$ cat src/rtl/ipv4_tx.sv
// IPv4/Ethernet transmit framer: prepends Ethernet II and IPv4 (UDP) headers to an upstream
// datagram stream and emits 32-bit words with sop/eop/byte-count to the MAC TX interface.
module ipv4_tx #(
  parameter logic [7:0]  TTL     = 8'd64,
  parameter int unsigned MAX_LEN = 1480
) (
  input  logic        clk_user_i,
  input  logic        reset_i,
  input  logic        tx_start_i,
  input  logic [15:0] tx_len_i,
  input  logic [47:0] tx_dst_mac_i,
  input  logic [31:0] tx_dst_ip_i,
  input  logic [47:0] our_mac_i,
  input  logic [31:0] our_ip_i,
  output logic        tx_busy_o,
  input  logic        tx_udp_data_vld_i,
  input  logic [31:0] tx_udp_data_i,
  input  logic [3:0]  tx_udp_data_be_i,
  input  logic        tx_udp_data_tlast_i,
  output logic        tx_udp_data_rd_o,
  output logic        tx_mac_data_vld_o,
  output logic [31:0] tx_mac_data_o,
  output logic        tx_mac_data_sop_o,
  output logic        tx_mac_data_eop_o,
  output logic [1:0]  tx_mac_data_be_o,
  input  logic        tx_mac_data_ready_i
);

  localparam logic [15:0] MaxLen = 16'(MAX_LEN);

  typedef enum logic [2:0] {StIdle, StCsum, StHdr, StData, StTail} state_e;
  state_e state_q, state_d;

  logic [15:0] len_q, ident_q, prev_q;
  logic [47:0] dst_mac_q;
  logic [31:0] dst_ip_q, csum_q, tail_data_q;
  logic [2:0]  cnt_q;
  logic [1:0]  tail_be_q;
  logic        tail_pend_q, busy_q;

  logic        out_vld_q, out_sop_q, out_eop_q;
  logic [31:0] out_data_q;
  logic [1:0]  out_be_q;
  logic        out_vld_d, out_sop_d, out_eop_d;
  logic [31:0] out_data_d;
  logic [1:0]  out_be_d;

  logic        start_ok, can_load, eop_acc, rd, up_acc, up_last;
  logic [15:0] total_len, fold_sum;
  logic [31:0] hdr_sum, hdr_word;
  logic [2:0]  hdr_idx;

  assign total_len = len_q + 16'd20;
  assign start_ok  = (state_q == StIdle) && tx_start_i &&
                     (tx_len_i >= 16'd8) && (tx_len_i <= MaxLen);
  assign can_load  = !out_vld_q || tx_mac_data_ready_i;
  assign eop_acc   = out_vld_q && out_eop_q && tx_mac_data_ready_i;
  assign rd        = (state_q == StData) && can_load;
  assign up_acc    = tx_udp_data_vld_i && rd;
  assign up_last   = up_acc && tx_udp_data_tlast_i;

  // Ones-complement header sum with the checksum field taken as zero.
  assign hdr_sum = 32'h4500 + 32'(total_len) + 32'(ident_q) + 32'h4000 +
                   32'({TTL, 8'd17}) + 32'(our_ip_i[31:16]) + 32'(our_ip_i[15:0]) +
                   32'(dst_ip_q[31:16]) + 32'(dst_ip_q[15:0]);
  assign fold_sum = csum_q[15:0] + csum_q[31:16];

  // w0 is loaded on the last checksum cycle, before cnt_q becomes the header index.
  assign hdr_idx = (state_q == StHdr) ? cnt_q : 3'd0;

  always_comb begin
    case (hdr_idx)
      3'd0:    hdr_word = dst_mac_q[47:16];
      3'd1:    hdr_word = {dst_mac_q[15:0], our_mac_i[47:32]};
      3'd2:    hdr_word = our_mac_i[31:0];
      3'd3:    hdr_word = 32'h0800_4500;
      3'd4:    hdr_word = {total_len, ident_q};
      3'd5:    hdr_word = {16'h4000, TTL, 8'd17};
      3'd6:    hdr_word = {csum_q[15:0], our_ip_i[31:16]};
      default: hdr_word = {our_ip_i[15:0], dst_ip_q[31:16]};
    endcase
  end

  always_ff @(posedge clk_user_i) begin
    if (reset_i) state_q <= StIdle;
    else         state_q <= state_d;
  end

  always_comb begin
    state_d = state_q;
    unique case (state_q)
      StIdle: if (start_ok) state_d = StCsum;
      StCsum: if (cnt_q == 3'd2) state_d = StHdr;
      StHdr:  if (can_load && cnt_q == 3'd7) state_d = StData;
      StData: if (up_last) state_d = StTail;
      StTail: if (!tail_pend_q && eop_acc) state_d = StIdle;
      default: state_d = StIdle;
    endcase
  end

  always_comb begin
    out_vld_d  = out_vld_q;
    out_data_d = out_data_q;
    out_sop_d  = out_sop_q;
    out_eop_d  = out_eop_q;
    out_be_d   = out_be_q;
    if (can_load) begin
      out_vld_d  = 1'b0;
      out_data_d = '0;
      out_sop_d  = 1'b0;
      out_eop_d  = 1'b0;
      out_be_d   = 2'b00;
    end
    unique case (state_q)
      StCsum: begin
        if (cnt_q == 3'd2) begin
          out_vld_d  = 1'b1;
          out_data_d = hdr_word;
          out_sop_d  = 1'b1;
        end
      end
      StHdr: begin
        if (can_load) begin
          out_vld_d  = 1'b1;
          out_data_d = hdr_word;
        end
      end
      StData: begin
        if (up_acc) begin
          out_vld_d  = 1'b1;
          out_data_d = {prev_q, tx_udp_data_i[31:16]};
          if (tx_udp_data_tlast_i) begin
            case (tx_udp_data_be_i)
              4'b1000: begin
                out_data_d = {prev_q, tx_udp_data_i[31:24], 8'h00};
                out_eop_d  = 1'b1;
                out_be_d   = 2'b11;
              end
              4'b1100: out_eop_d = 1'b1;
              default: ;
            endcase
          end
        end
      end
      StTail: begin
        if (can_load && tail_pend_q) begin
          out_vld_d  = 1'b1;
          out_data_d = tail_data_q;
          out_eop_d  = 1'b1;
          out_be_d   = tail_be_q;
        end
      end
      default: ;
    endcase
  end

  always_ff @(posedge clk_user_i) begin
    if (reset_i) begin
      len_q       <= '0;
      dst_mac_q   <= '0;
      dst_ip_q    <= '0;
      ident_q     <= '0;
      prev_q      <= '0;
      csum_q      <= '0;
      cnt_q       <= '0;
      tail_data_q <= '0;
      tail_be_q   <= '0;
      tail_pend_q <= 1'b0;
      busy_q      <= 1'b0;
      out_vld_q   <= 1'b0;
      out_data_q  <= '0;
      out_sop_q   <= 1'b0;
      out_eop_q   <= 1'b0;
      out_be_q    <= '0;
    end else begin
      busy_q     <= (state_d != StIdle);
      out_vld_q  <= out_vld_d;
      out_data_q <= out_data_d;
      out_sop_q  <= out_sop_d;
      out_eop_q  <= out_eop_d;
      out_be_q   <= out_be_d;
      if (eop_acc) ident_q <= ident_q + 16'd1;
      if (start_ok) begin
        len_q     <= tx_len_i;
        dst_mac_q <= tx_dst_mac_i;
        dst_ip_q  <= tx_dst_ip_i;
        prev_q    <= tx_dst_ip_i[15:0];
        cnt_q     <= 3'd0;
      end
      if (state_q == StCsum) begin
        cnt_q <= (cnt_q == 3'd2) ? 3'd1 : cnt_q + 3'd1;
        case (cnt_q)
          3'd0:    csum_q <= hdr_sum;
          3'd1:    csum_q <= 32'(csum_q[15:0]) + 32'(csum_q[31:16]);
          default: csum_q <= {16'h0000, ~fold_sum};
        endcase
      end
      if (state_q == StHdr && can_load) cnt_q <= cnt_q + 3'd1;
      if (up_acc) prev_q <= tx_udp_data_i[15:0];
      // Three or four bytes in the last word spill into an extra tail word.
      if (up_last) begin
        tail_pend_q <= tx_udp_data_be_i[1];
        tail_data_q <= tx_udp_data_be_i[0] ? {tx_udp_data_i[15:0], 16'h0000}
                                           : {tx_udp_data_i[15:8], 24'h000000};
        tail_be_q   <= tx_udp_data_be_i[0] ? 2'b10 : 2'b01;
      end
      if (state_q == StTail && tail_pend_q && can_load) tail_pend_q <= 1'b0;
    end
  end

  assign tx_busy_o         = busy_q;
  assign tx_udp_data_rd_o  = rd;
  assign tx_mac_data_vld_o = out_vld_q;
  assign tx_mac_data_o     = out_data_q;
  assign tx_mac_data_sop_o = out_sop_q;
  assign tx_mac_data_eop_o = out_eop_q;
  assign tx_mac_data_be_o  = out_be_q;

endmodule
$ cat config.mk
export PLATFORM = sky130hd
export DESIGN_NAME = ipv4_tx
export DESIGN_NICKNAME = d
export VERILOG_FILES = /design/src/rtl/ipv4_tx.sv
export SDC_FILE = /design/constraint.sdc
export NUM_CORES = 1
export LEC_CHECK = 0
export BUFFER_PORTS_ARGS = -buffer_cell sky130_fd_sc_hd__buf_2
export CORE_MARGIN = 1.5
export CORE_UTILIZATION = 42
export CTS_CLUSTER_DIAMETER = 60
export DETAILED_ROUTE_END_ITERATION = 16
export PLACE_DENSITY = 0.68
export SLEW_MARGIN = 40
export SYNTH_ARGS = -nofsm -noshare
export SYNTH_HDL_FRONTEND = slang
export SYNTH_SLANG_ARGS = --single-unit
$ cat constraint.sdc
create_clock -name clk_user_i -period 5.35 [get_ports clk_user_i]
set_input_delay 0.535 -clock clk_user_i [delete_from_list [all_inputs] [get_ports clk_user_i]]
set_output_delay 0.535 -clock clk_user_i [all_outputs]
set_load 0.02 [all_outputs]
Yosys cells after proc, flatten, opt, wreduce, memory -nomap -nowiden. Index checks and enable logic that the tools add are counted.

Word-level logic and storage cells: 119. Input bits: 218. Register bits after elaboration: 239. Output and inout bits: 39.

$add $sub $neg: 13. Reductions and logical operators: 25. Equality and inequality tests: 15. Magnitude comparators: 2. Multiplexer cells: 46. Bitwise logic cells: 1.

Operator list (count): 32-bit one-hot mux with 7 select lines (1); 32-bit 2-to-1 mux (5); 32-bit one-hot mux with 4 select lines (1); 24-bit one-hot mux with 2 select lines (1); 16-bit 2-to-1 mux (2); 3-bit 2-to-1 mux (10); 23-bit by 16-bit adder with 24-bit output (1); 24-bit 2-to-1 mux (1); 22-bit by 16-bit adder with 23-bit output (1); 21-bit by 16-bit adder with 22-bit output (1); 20-bit by 16-bit adder with 21-bit output (1); 19-bit by 15-bit adder with 20-bit output, second input constant (1); 18-bit by 15-bit adder with 19-bit output, second input constant (1); 17-bit by 16-bit adder with 18-bit output (1); 15-bit by 16-bit adder with 17-bit output, first input constant (1); 16-bit by 16-bit adder with 17-bit output (1); 16-bit by 1-bit adder with 16-bit output, second input constant (1); 16-bit adder (1); 16-bit by 5-bit adder with 16-bit output, second input constant (1); 16-bit by 4-bit greater-or-equal comparator with 1-bit output, second input constant (1); 16-bit by 11-bit <= comparator with 1-bit output, second input constant (1); 8-bit 2-to-1 mux (2); 16-bit NOT (1); 3-bit by 2-bit equality test with 1-bit output, second input constant (5); other kinds (17) (59).

Depth between registers and ports, before layout. Gate-level depths: netlist of run 1.

Word-level depth: 10. Mapped depth: 18. Depth with buffers taken out: 18.

Worst setup path before layout of run 1. No wires, ideal clock.

Path kind: register to register. Start: register len_q[5]. End: register csum_q[16]. Buffers on the path: 1. Stages on the path, launching flop included: 16. Clock period less this slack: 4.844 ns. Data arrival time: 4.727 ns. Setup time: 0.116 ns. Data required time: 5.234 ns. Setup slack: 0.506 ns. Cells stage by stage: dfxtp_1 -> nand4_1 -> or4b_2 -> xor2_1 -> fa_1 -> fa_1 -> fa_1 -> inv_1 -> ha_1 -> ha_1 -> clkbuf_1 -> and3_1 -> and2_1 -> a211o_1 -> mux2_1 -> a31o_2.

Longest elaborated chain between the ends: 10.

RTL lines: start, declared (RTL line 34) `logic [15:0] len_q, ident_q, prev_q;`; start signal, assigned (RTL line 184) `len_q <= tx_len_i;`; 16-bit by 5-bit adder with 16-bit output (RTL line 53) `assign total_len = len_q + 16'd20;`; 15-bit by 16-bit adder with 17-bit output (RTL line 63) `assign hdr_sum = 32'h4500 + 32'(total_len) + 32'(ident_q) + 32'h4000 +`; 17-bit by 16-bit adder with 18-bit output (RTL line 63); 18-bit by 15-bit adder with 19-bit output (RTL line 63); 19-bit by 15-bit adder with 20-bit output (RTL line 63); 20-bit by 16-bit adder with 21-bit output (RTL line 64) `32'({TTL, 8'd17}) + 32'(our_ip_i[31:16]) + 32'(our_ip_i[15:0]) +`; 21-bit by 16-bit adder with 22-bit output (RTL line 64); 22-bit by 16-bit adder with 23-bit output (RTL line 64); 23-bit by 16-bit adder with 24-bit output (RTL line 65) `32'(dst_ip_q[31:16]) + 32'(dst_ip_q[15:0]);`; 24-bit one-hot mux with 2 select lines (RTL line 192) `case (cnt_q)`; end signal, assigned (RTL line 193) `3'd0: csum_q <= hdr_sum;`; end signal, assigned (RTL line 194) `3'd1: csum_q <= 32'(csum_q[15:0]) + 32'(csum_q[31:16]);`; end signal, assigned (RTL line 195) `default: csum_q <= {16'h0000, ~fold_sum};`; end, declared (RTL line 36) `logic [31:0] dst_ip_q, csum_q, tail_data_q;`.

No other way between the ends. A chain may end at the register's enable or synchronous reset.

Worst setup path in the final report of run 1.
Start: register len_q[2]. End: register csum_q[16].

The elaborated chain is that of the path after synthesis.

==> results of run 1 <==
-- final cells by class --
cell class / count / area [µm²] / share of cell area
Clock inverter: 13 / 185.2 / 0.01216
Timing Repair Buffer: 276 / 1458 / 0.09569
Sequential cell: 210 / 4204 / 0.2760
Inverter: 148 / 555.5 / 0.03647
Multi-Input combinational cell: 1125 / 7611 / 0.4996
Tap cell: 390 / 488.0 / 0.03203
Antenna cell: 2 / 5.005 / 0.0003285
Clock buffer: 33 / 726.9 / 0.04772
-- logic make-up after synthesis --
kind of cell    share of synthesized area
flops                              0.3305
simple gates                       0.1777
buf+inv                           0.07752
fa+ha+maj                          0.1434
xor+xnor                          0.03099
mux                               0.01269
compound gates                     0.2272
-- layout by cell type, fill, tap and decap left out, drive strengths merged, types with 14 or more instances in the layout --
cell,n
a21oi,177
a221oi,17
a222oi,16
a22o,17
a22oi,51
a31oi,32
and2,14
buf,276
clkbuf,33
dfxtp,210
fa,63
ha,45
inv,149
mux2i,15
nand2,310
nand3,32
nor2,78
o211ai,22
o21ai,33
xnor2,30
xor2,15
-- routing by layer --
metal,vias to the layer above,wire (µm),global-route usage
met5,-,23,0
met4,4,2171,0.1367
met3,97,4432,0.04983
met2,659,21450,0.4694
met1,6077,19610,0.3986
li1,5903,-,-
-- final timing paths --
check	startpoint	endpoint	cells after the start
setup / recovery	len_q[2]$_SDFFE_PP0P_	csum_q[16]$_SDFFE_PP0P_	16
hold / removal	tx_dst_ip_i[21]	dst_ip_q[21]$_SDFFE_PP0P_	3
setup reg to reg	len_q[2]$_SDFFE_PP0P_	csum_q[16]$_SDFFE_PP0P_	16
hold reg to reg	tail_data_q[19]$_SDFFE_PP0P_	tail_data_q[19]$_SDFFE_PP0P_	2
-- state kept, by name, summed over array words and instances, names as in the netlist --
| signal | flops |
|---|---|
| prev_q | 16 |
| dst_ip_q | 32 |
| tx_mac_data_vld_o | 1 |
| tail_be_q | 2 |
| tail_data_q | 16 |
| dst_mac_q | 48 |
| tx_mac_data_be_o | 2 |
| tx_mac_data_o | 32 |
| tx_busy_o | 1 |
| ident_q | 16 |
| csum_q | 19 |
| tx_mac_data_sop_o | 1 |
| cnt_q | 3 |
| tx_mac_data_eop_o | 1 |
| tail_pend_q | 1 |
| state_q | 3 |
| len_q | 16 |
-- worst min-delay path, stage by stage --
cell and delay (ns):
buf_2 0.10, nand2_1 0.04, a21oi_1 0.05
-- where the power goes --
group	internal, mW	switching [mW]
logic	0.249	0.351
registers	1.57	0.00738
clock network	1.12	0.730
-- stage by stage --
stage	total power [mW]	instances
2_1_floorplan	1.986	1586
5_1_grt	4.171	2196
3_5_place_dp	2.199	2149
3_3_place_gp	2.198	2148
6_report	4.023	2197
4_1_cts	4.033	2195
-- repair_timing --
action                     CTS  global route
hold buffers                 0             0
buffers inserted             0             0
setup endpoints to repair    0             1
gates resized for setup      0             5
==> out/qor.yml, run 1 <==
worst_setup_path:
  path_class: "flop to flop"
  crit_chain: "ha_2, nor2_1, or3b_2, nor2_1, xnor2_1, fa_1, inv_1, fa_1, fa_1, ha_1, ha_2, and3_1, and2_1, a211o_1, mux2_1, a31o_2"
  required_ns: 5.78
  cp_common_cell: "fa_1"
  cp-start-kind: "flop"
  cp_max_fo: 7
  cp.arrival_ns: 5.57
  crit_path_end_kind: "flop"
  critPathBufInv: 1
  r2r_slack_ns: 0.22
  crit_slowest_cell: "or3b_2"
  critPathMaxStageDelay_ns: 0.50
  cp_top_family: "adder cells"
die:
  start_util: 0.4280
  dieArea_um2: 31330
  coreArea_um2: 29720
  num_rows: 63
  pin_count: 257
  die_x_um: 177.0
  fp.dieH_um: 177.0
sta:
  final-setup-viol-count: 0
  tightest_slew_ns: 0.8727
  finalCriticalPeriod_ns: 5.133
  tns_ns: 0
  rsz0062_at_grt: "false"
  max_clock_freq_ghz: 0.1948
  hold_ws_ns: 0.2284
  period_share: 0.9594
  final_hold_viol_count: 0
  slew_headroom: 0.4182
  finClkSkew_ns: 0.009275
  setup_slack_ns: 0.2171
  slew_viol_final: 0
final_layout:
  final_core_util: 0.5126
  syn_to_final_growth_pct: 19.77
  final_nets: 2113
  drive_above_1_share: 0.1917
  stdcell_area_um2: 15230
  fill_cells: 2914
routing:
  route.vias.total: 12740
  avgViaCountPerCell: 5.799
  final_antenna_net_count: 0
  totalWireLength_um: 47690
  wl_per_cell_um: 21.71
  drt_iter0_drc: 1157
  drt_pass1_iterations: 7
  drc: 0
clock_tree:
  cts_buffers: 26
  cts_root_buffer: "clkbuf_16"
  htreeDepth: 1
  clkSinkCount: 210
  clk_latency_ns: 0.54
  cts.path.max_buffers: 3
  cts_tree: "built"
  path_clk_slew_ns: 0.06
logic_synthesis:
  synth_top_area_cell: "dfxtp_1"
  synthCells: 1586
  ys_seq_elements: 210
  yosysUniqueCellTypes: 66
  syn_nets: 1912
  yosysSeqAreaShare: 0.3305
  synth_top_cell_area_share: 0.3305
  synth_edf_count: 0
  synthTopCellsByCount: "nand2_1, dfxtp_1, a21oi_1"
  avgSynthCellArea_um2: 8.019
  synth_area_um2: 12720
  synth_most_common_cell: "nand2_1"
  yosysWarnings: 0
  synth_area_leaders: "dfxtp_1, fa_1, nand2_1, a21oi_1, ha_1"
  synthArstFlopShare: 0
  ys.flop_type: "dfxtp_1"
place:
  dpl.hpwl_um: 36180
  placed_cell_area_um2: 14290
  gp_congestion: 0.9246
  io_buffers: 256
  place_ws_ns: 0.1522
global_route:
  grt_max_degree: 108
  antenna_found_initial: 4
  grt_pass1_wl_um: 70550
  overflow: 0
  grt_use_total: 0.2980
  grt_pass1_vias: 12030
power:
  leakage_nw: 6.186
  ir_drop_v: 0.0001833
  power_density_nw_per_um2: 264.1
job:
  drv_cap: 0
outcome:
  outcome: "complete, no violations"
worst_hold_path:
  hold_class: "primary input to flop"
No activity file was read; power rests on OpenSTA's default activity.
==> run 2, diff against run 1 <==
- RECOVER_POWER: unset -> 100
==> run 2 against run 1 <==
Compared with the run above: sequential power is essentially flat; the flow now finishes with violations (capacitance limit, slew limit); flip-flop and latch count is the same; global-route usage is the same; largest power group unchanged; critical endpoint unchanged; utilization shrank 0.29 points; combinational power shrank 0.8%; critical path type unchanged.
==> out/qor.yml, run 2 (same netlist as run 1, synthesis figures left out) <==
final_layout:
  layout_commonest_cell: "nand2_1"
  drive_above_1_share: 0.1657  # -0.02604
  final_nets: 2113  # unchanged
  layout.cells.most_common_list: "nand2_1, buf_2, dfxtp_1, a21oi_1, inv_1"
  syn_to_final_growth_pct: 19.09
  final_cells: 2197  # unchanged
  stdcell_area_um2: 15150  # -0.58%
  largest_reg_flops: 48  # unchanged
  regMostFlops: "dst_mac_q"
  fill_cells: 2959  # +1.5%
  final_core_util: 0.5097  # -0.002947
clock_tree:
  cts.path.max_buffers: 3  # unchanged
  path_clk_slew_ns: 0.06  # about the same
  cts_tree: "built"
  clk_latency_ns: 0.54  # about the same
  clkSinkCount: 210  # unchanged
  cts_root_buffer: "clkbuf_16"
  cts_setup_buffers: 0  # unchanged
  cts_buffers: 26  # unchanged
  htreeDepth: 1  # unchanged
  cts_hold_buf: 0  # unchanged
worst_hold_path:
  hold_path_end: "dst_ip_q[21]$_SDFFE_PP0P_"
  min_from: "tx_dst_ip_i[21]"
  hold_class: "primary input to flop"
  min_path_cells: 3  # unchanged
global_route:
  grt_pass1_vias: 12030  # unchanged
  overflow: 0  # unchanged
  grt_use_total: 0.2980  # unchanged
  antenna_found_initial: 4  # unchanged
  grt_pass1_wl_um: 70550  # unchanged
  grt_max_degree: 108  # unchanged
routing:
  drc: 0  # unchanged
  final_antenna_net_count: 0  # unchanged
  totalWireLength_um: 47580  # -0.23%
  wl_per_cell_um: 21.66  # -0.23%
  drt_pass1_iterations: 6  # -1
  route.vias.total: 12710  # -0.22%
  avgViaCountPerCell: 5.786  # -0.22%
  drt_iter0_drc: 1251  # +8.1%
place:
  gp_congestion: 0.9246  # unchanged
  io_buffers: 256  # unchanged
  dpl.hpwl_um: 36180  # unchanged
  dpl.cell_count: 2149  # unchanged
  place_ws_ns: 0.1522  # unchanged
  placed_cell_area_um2: 14290  # unchanged
power:
  ir_drop_v: 0.0001818  # -0.80%
  power_density_nw_per_um2: 265.3  # +0.47%
  power_mw: 4.018  # -0.11%
  leakage_nw: 5.981  # -3.3%
outcome:
  outcome: "complete, but fails checks"
  violations: "capacitance limit, slew limit"
worst_setup_path:
  r2r_end: "csum_q[16]$_SDFFE_PP0P_"
  crit_path_end_kind: "flop"
  path_class: "flop to flop"
  required_ns: 5.79  # about the same
  r2r_slack_ns: 0.21  # about the same
  cp.arrival_ns: 5.57  # about the same
  worstReg2RegStart: "len_q[2]$_SDFFE_PP0P_"
  cp-start-kind: "flop"
  worst_r2r_path_depth: 16  # unchanged
  cp_max_fo: 7  # unchanged
sta:
  tns_ns: 0  # unchanged
  finClkSkew_ns: 0.01110  # +0.001825 ns
  hold_ws_ns: 0.2255  # -0.002909 ns
  setup_slack_ns: 0.2138  # -0.003375 ns
  max_clock_freq_ghz: 0.1947  # about the same
  final_hold_viol_count: 0  # unchanged
  rsz0062_at_grt: "false"
  tightest_slew_ns: 2.301  # +1.428 ns
  slew_viol_final: 152  # +152
  finalCriticalPeriod_ns: 5.136  # +0.003375 ns
  slew_headroom: -0.5339  # -0.9522
  period_share: 0.9600  # about the same
  final-setup-viol-count: 0  # unchanged
die:
  num_rows: 63  # unchanged
  coreArea_um2: 29720  # unchanged
  die_x_um: 177.0  # unchanged
  dieArea_um2: 31330  # unchanged
  pin_count: 257  # unchanged
  fp.dieH_um: 177.0  # unchanged
  start_util: 0.4280  # unchanged
job:
  drv_cap: 4  # +4
-- run 2: changes by cell type in the layout (fill, tap and decap cells not counted), sizes merged --
cell,change
clkbuf,+43
buf,-43
-- run 2: power by group --
group | internal [mW] | switching (mW)
Sequential | 1.57 | 0.00741
Combinational | 0.247 | 0.347
Clock | 1.12 | 0.731
-- run 2: worst max path at each step --
stage                                startpoint                 endpoint  slack, ns
final                     len_q[2]$_SDFFE_PP0P_  csum_q[16]$_SDFFE_PP0P_       0.21
after global routing      len_q[2]$_SDFFE_PP0P_  csum_q[16]$_SDFFE_PP0P_       0.01
after CTS                 len_q[5]$_SDFFE_PP0P_  csum_q[16]$_SDFFE_PP0P_       0.12
after floorplan           len_q[5]$_SDFFE_PP0P_  csum_q[16]$_SDFFE_PP0P_       0.51
after global placement    len_q[5]$_SDFFE_PP0P_  csum_q[16]$_SDFFE_PP0P_       0.19
after detailed placement  len_q[5]$_SDFFE_PP0P_  csum_q[16]$_SDFFE_PP0P_       0.15
-- run 2: layout make-up --
cell class / instances / area, µm² / share of cell area
Multi-Input combinational cell: 1125 / 7585 / 0.5008
Sequential cell: 210 / 4204 / 0.2776
Timing Repair Buffer: 276 / 1396 / 0.09219
Clock buffer: 33 / 726.9 / 0.04800
Inverter: 148 / 555.5 / 0.03668
Tap cell: 390 / 488.0 / 0.03222
Clock inverter: 13 / 185.2 / 0.01223
Antenna cell: 2 / 5.005 / 0.0003304
-- run 2: critical path, cell delays in order, from the launching register on --
cell and delay (ns):
dfxtp_1 0.41, ha_2 0.25, nor2_1 0.09, or3b_2 0.50
nor2_1 0.14, xnor2_1 0.22, fa_1 0.47, inv_1 0.08
fa_1 0.44, fa_1 0.49, ha_1 0.33, ha_2 0.34
and3_1 0.19, and2_0 0.17, a211o_1 0.33, mux2_1 0.33
a31o_2 0.24
-- run 2: what timing repair did --
| action | CTS | global route |
|---|---|---|
| gates resized for setup | 0 | 5 |
| setup endpoints to repair | 0 | 1 |
| endpoints found under the hold margin | 0 | 0 |
-- run 2: per-layer routing --
metal  vias up  GRT usage  wire length, µm
met1      6031     0.3986            19530
met3       104    0.04983             4452
met2       666     0.4694            21310
li1       5907          -                -
met4         4     0.1367             2268
met5         -          0               23
